<file path="src/rtl/cal_acc_master_pkg.sv">
// Shared arbitration codes, op-mode codes and FSM state type
// for the accelerator bus master.
package cal_acc_master_pkg;

  localparam logic ARB_CPU = 1'b0;
  localparam logic ARB_ACC = 1'b1;

  localparam logic [1:0] OP_COPY = 2'b00;
  localparam logic [1:0] OP_INV  = 2'b01;
  localparam logic [1:0] OP_THR  = 2'b10;

  typedef enum logic [2:0] {
    S_IDLE,
    S_REQ,
    S_RD,
    S_WB,
    S_YIELD,
    S_DONE
  } state_t;

endpackage

</file>
<file path="src/rtl/cal_acc_master_pix_op.sv">
// Per-pixel transform: copy, invert or binary threshold.
// Unused op code 11 behaves as copy.
import cal_acc_master_pkg::*;

module cal_pix_op #(
  parameter int DW = 8
) (
  input  logic [1:0]    op_mode,
  input  logic [DW-1:0] thresh,
  input  logic [DW-1:0] d,
  output logic [DW-1:0] f
);

  always_comb begin
    f = d;
    unique case (1'b1)
      (op_mode == OP_INV): f = ~d;
      (op_mode == OP_THR): f = (d >= thresh) ? '1 : '0;
      default:             f = d;
    endcase
  end

endmodule

</file>
<file path="src/rtl/cal_acc_master.sv">
// Accelerator bus master: arbitrates for pixel memory and streams
// a transformed block from src to dst, yielding after each burst.
import cal_acc_master_pkg::*;

module cal_acc_master #(
  parameter int AW        = 16,
  parameter int DW        = 8,
  parameter int MAX_BURST = 16,
  parameter int YIELD_CYC = 2
) (
  input  logic          clk,
  input  logic          rst,
  input  logic          start,
  input  logic [AW-1:0] src_addr,
  input  logic [AW-1:0] dst_addr,
  input  logic [AW-1:0] len,
  input  logic [1:0]    op_mode,
  input  logic [DW-1:0] thresh,
  output logic          busy,
  output logic          done,
  output logic          acc_req,
  input  logic          arb_res,
  output logic [AW-1:0] mem_addr,
  output logic          mem_rd,
  output logic          mem_wr,
  output logic [DW-1:0] mem_wdata,
  input  logic [DW-1:0] mem_rdata
);

  localparam int BW = $clog2(MAX_BURST + 1);
  localparam int YW = $clog2(YIELD_CYC + 1);

  state_t        state, nxt;
  logic [AW-1:0] src_q, dst_q, len_q;
  logic [1:0]    op_q;
  logic [DW-1:0] thr_q;
  logic [AW:0]   idx, idx_nx;
  logic [BW-1:0] bcnt, bcnt_nx;
  logic [YW-1:0] ycnt;
  logic [DW-1:0] pix;

  assign idx_nx  = idx + (AW+1)'(1);
  assign bcnt_nx = bcnt + BW'(1);

  cal_pix_op #(.DW(DW)) u_op (
    .op_mode (op_q),
    .thresh  (thr_q),
    .d       (mem_rdata),
    .f       (pix)
  );

  always_ff @(posedge clk) begin
    if (rst) begin
      state <= S_IDLE;
      src_q <= '0;
      dst_q <= '0;
      len_q <= '0;
      op_q  <= '0;
      thr_q <= '0;
      idx   <= '0;
      bcnt  <= '0;
      ycnt  <= '0;
    end else begin
      state <= nxt;
      case (state)
        S_IDLE: if (start) begin
          src_q <= src_addr;
          dst_q <= dst_addr;
          len_q <= len;
          op_q  <= op_mode;
          thr_q <= thresh;
          idx   <= '0;
          bcnt  <= '0;
        end
        S_WB: begin
          idx  <= idx_nx;
          bcnt <= bcnt_nx;
          ycnt <= '0;
        end
        S_YIELD: begin
          bcnt <= '0;
          ycnt <= ycnt + YW'(1);
        end
        default: ;
      endcase
    end
  end

  always_comb begin
    nxt = state;
    case (state)
      S_IDLE:
        if (start) nxt = (len != '0) ? S_REQ : S_DONE;
      S_REQ:
        if (arb_res == ARB_ACC) nxt = S_RD;
      S_RD:
        nxt = S_WB;
      S_WB:
        if (idx_nx == {1'b0, len_q})      nxt = S_DONE;
        else if (bcnt_nx == BW'(MAX_BURST)) nxt = S_YIELD;
        else                                nxt = S_RD;
      S_YIELD:
        if (ycnt == YW'(YIELD_CYC - 1)) nxt = S_REQ;
      S_DONE:
        nxt = S_IDLE;
      default:
        nxt = S_IDLE;
    endcase
  end

  always_comb begin
    busy      = 1'b0;
    done      = 1'b0;
    acc_req   = 1'b0;
    mem_rd    = 1'b0;
    mem_wr    = 1'b0;
    mem_addr  = '0;
    mem_wdata = '0;
    case (state)
      S_REQ: begin
        busy    = 1'b1;
        acc_req = 1'b1;
      end
      S_RD: begin
        busy     = 1'b1;
        acc_req  = 1'b1;
        mem_rd   = 1'b1;
        mem_addr = src_q + idx[AW-1:0];
      end
      S_WB: begin
        busy      = 1'b1;
        acc_req   = 1'b1;
        mem_wr    = 1'b1;
        mem_addr  = dst_q + idx[AW-1:0];
        mem_wdata = pix;
      end
      S_YIELD: busy = 1'b1;
      S_DONE:  done = 1'b1;
      default: ;
    endcase
  end

endmodule

</file>
<file path="config.mk">
export PLATFORM = sky130hd
export DESIGN_NAME = cal_acc_master
export DESIGN_NICKNAME = d
export VERILOG_FILES = /design/src/rtl/cal_acc_master_pkg.sv /design/src/rtl/cal_acc_master_pix_op.sv /design/src/rtl/cal_acc_master.sv
export SDC_FILE = /design/constraint.sdc
export NUM_CORES = 1
export LEC_CHECK = 0
export BUFFER_PORTS_ARGS = -buffer_cell sky130_fd_sc_hd__buf_4
export CAP_MARGIN = 10
export CORE_MARGIN = 2
export CORE_UTILIZATION = 23
export DETAILED_ROUTE_END_ITERATION = 12
export GPL_TIMING_DRIVEN = 0
export PLACE_DENSITY_LB_ADDON = 0.08
export SKIP_LAST_GASP = 1
export SLEW_MARGIN = 10
export SYNTH_ARGS = -nofsm -noshare
export SYNTH_HDL_FRONTEND = slang
export SYNTH_SLANG_ARGS = --single-unit
</file>
<file path="constraint.sdc">
create_clock -name clk -period 5 [get_ports clk]
set_input_delay 1 -clock clk [delete_from_list [all_inputs] [get_ports clk]]
set_output_delay 1 -clock clk [all_outputs]
set_load 0.02 [all_outputs]
</file>
==> impl_metrics.tcl <==
set metrics [dict create \
    gp_congestion 0.786 \
    die_w_um 156 \
    r2r_start "idx[1]" \
    slowest_stage "fa_1" \
    gr-usage-met3_pct 3.03 \
    busiest_layer "met2" \
    r2r_end "state[2]" \
    status "completed" \
    min_path_type "reg2reg" \
    use_met1_pct 20.8 \
    ys_async_sr_fraction_pct 0 \
    worstPathArrival_ps 3710 \
    rows 55 \
    die-area_um2 24200 \
    fin_crit_sh_pct 94.3 \
    cts_tree "built" \
    grt_pass1_wl_um 29500 \
    grt_pass1_vias 5254 \
    fillers 2532 \
    crit_chain "nor2b_4 > nand2_2 > buf_4 > buf_8 > nand2_1 > nand2_1 > ha_1 > inv_1 > fa_1 > nor2b_1 > o31a_1 > o21ai_1 > a21oi_1 > a2111oi_2 > a21oi_1 > mux2i_1 > buf_4" \
    path_clk_slew_ps 70 \
    stdcell_area_um2 6720 \
    wl_per_cell_um 16.6 \
    p_leak_nw 2.68 \
    dp_hpwl_um 14800 \
    worst_slew_pin_slew_ps 821 \
    crit_type "reg2out" \
    p_per_area_nw_per_um2 251 \
    grt_max_degree 20 \
    synth_cell_types 59 \
    min_period_ps 4710 \
    cp-end-kind "output port" \
    viasPerCell 4.70 \
    die_h_um 156 \
    synth_edf_count 0 \
    syn_avg_cell_area_um2 7.12 \
    slew_violations 0 \
    place_ws_ps -1070 \
    vias 5359 \
    hold_end "thr_q[1]" \
    cpLargestDelayFamily "compound AO/OA/AOI/OAI gates" \
    initial_core_util_pct 23.4 \
    antenna_found_initial 0 \
    cpPeakStageDelay_ps 380 \
    hold_depth 2 \
    core-area_um2 22600 \
    maxCapViolations 0 \
    rr_worst_depth 8 \
    layout_setup_ws_ps 286 \
    min-delay-start "thr_q[1]" \
    seq_area_frac_synth_pct 32.2 \
    clockBufferDepth 2 \
    clock_sinks 85 \
    hold_viol_final 0 \
    drive_above_1_share_pct 17.1 \
    slew_headroom_pct 44.7 \
    ys_ff_latch 85 \
    diodes 0 \
    yosys-top-cells-count "nand2_1 (199), a21oi_1 (92), dfxtp_1 (85)" \
    synth_ff_type "dfxtp_1" \
    drc 0 \
    skew_ps 7.71 \
    grt_util_met2_pct 26.7 \
    final_nets 949 \
    synth.top_cell.area_share_pct 32.2 \
    root_buffer "clkbuf_16" \
    startpoint_type "register" \
    critPathMaxFanout 19 \
    fmax_ghz 0.212 \
    portBuffers 98 \
    synth_area_leaders "dfxtp_1 (32%), nand2_1 (14%), a21oi_1 (8.7%), ha_1 (6.6%), nor2_1 (4.1%)" \
    ys.warnings.count 0 \
    synth_top_area_cell "dfxtp_1" \
    ir_drop_v 0.000149 \
    finish.utilization_pct 29.8 \
    rsz0062_at_grt "no" \
    area_growth_pct 27.3 \
    numCtsBuffers 9 \
    placed_cell_area_um2 6380 \
    first_pass_iters 4 \
    insertion_delay_ps 350 \
    gr-total-overflow 0 \
    grt_use_total_pct 15.8 \
    h-tree-depth 3 \
    cp_num_buf_inv 4 \
    setup_violations 0 \
    postCtsHoldBufs 0 \
    postRouteAntennaNets 0 \
    synthCells 742 \
    finalWirelength_um 18900 \
    critPathRequiredTime_ps 4000 \
    ff2ff_setup_slack_ps 1750 \
    drtIter0Drc 281 \
    synth_area_um2 5280 \
    io_pins 99 \
    syn_nets 841 \
    synth.most_common_cell "nand2_1" \
]
-- sequential cells by signal (all words and copies together), names as in the netlist --
| signal | flops |
|---|---|
| src_q | 16 |
| op_q | 2 |
| bcnt | 5 |
| ycnt | 2 |
| idx | 17 |
| thr_q | 8 |
| len_q | 16 |
| state | 3 |
| dst_q | 16 |
-- worst register-to-register path: stages, from the launching register on --
cell and delay [ps]:
dfxtp_1 520, ha_1 430, and3_1 340, nand4_1 340
o21ai_0 310, nand4_1 160, nor4_2 620, o21ai_1 170
a221oi_2 260
-- metal layers --
metal / vias up / part of all wire (%)
met5: - / 0
met4: 0 / 0.58
met3: 6 / 4.2
met2: 96 / 48
met1: 2478 / 47
li1: 2779 / -
-- kinds of logic after synthesis --
| kind of cell | after synthesis | synth area share, % |
|---|---|---|
| xor+xnor | 30 | 4.98 |
| mux | 3 | 0.569 |
| flops | 85 | 32.2 |
| simple gates | 339 | 28.6 |
| compound gates | 183 | 21.2 |
| buf+inv | 73 | 5.43 |
| fa+ha+maj | 29 | 7.01 |
-- what timing repair did --
| item | in CTS | in global routing |
|---|---|---|
| buffers inserted | 1 | 0 |
| gates resized for setup | 18 | 10 |
| pin swaps | 1 | 0 |
| setup endpoints to repair | 15 | 5 |
-- placed cells by master (no fill, tap or decap), types with 4 or more instances in the layout --
cell type  Yosys  routed
and3_1         4       4
or3_1          4       4
buf_4          2     103
a22oi_1        4       4
xor2_1        10      10
o21a_1         6       6
buf_2          4       4
a21o_1         6       6
nand2b_1       5       5
nand2_1      199     198
ha_1          28      28
and2_1         5       5
nor4_1         8       8
nand3b_1       6       6
inv_6          0       4
xnor2_1       20      20
nor2_1        57      57
nor3_1        10      10
a21oi_1       92      91
o21ai_0       29      28
inv_1         27      27
a31oi_1        4       4
a221oi_1       8       8
nor2b_1        7       6
nand4_1        7       7
clkbuf_16      0       9
a211oi_1       7       7
dfxtp_1       85      82
nand3_1       11      11
clkbuf_1      35      29
-- worst max path at each step --
stage | start | endpoint | slack, ps | cells after the start
floorplan | state[0] | mem_addr[14] | 350 | 15
global placement | state[2] | mem_addr[14] | -1100 | 16
detailed placement | state[2] | mem_addr[14] | -1070 | 16
CTS | state[0] | mem_addr[15] | 30 | 14
global route | state[2] | mem_addr[14] | 9 | 17
finish | state[1] | mem_addr[14] | 290 | 17
-- per-stage QoR --
| step | setup TNS, ps | power (W) | hold WS, ps | std cells |
|---|---|---|---|---|
| 2_1_floorplan | 0 | 0.000915 | 436 | 742 |
| 3_3_place_gp | -5410 | 0.00105 | 445 | 1125 |
| 3_5_place_dp | -5750 | 0.00105 | 448 | 1126 |
| 4_1_cts | 0 | 0.00172 | 459 | 1140 |
| 5_1_grt | 0 | 0.00178 | 469 | 1140 |
| 6_report | 0 | 0.00169 | 455 | 1140 |
-- where the power goes --
part           internal [W]  switching (W)
clock network      0.000344       0.000318
registers          0.000710      0.0000236
logic              0.000118       0.000175
-- final cells by class --
cell class / instances / area [um2] / share of cell area [%]
multi-input cells: 584 / 3320 / 49.4
flip-flops and latches: 85 / 1710 / 25.4
repair buffers: 100 / 748 / 11.1
well taps: 285 / 357 / 5.30
clock buffers: 9 / 225 / 3.35
plain buffers: 42 / 204 / 3.03
inverters: 28 / 106 / 1.58
clock inverters: 7 / 55.1 / 0.819
Note: power is estimated with default switching activity, not from simulation.
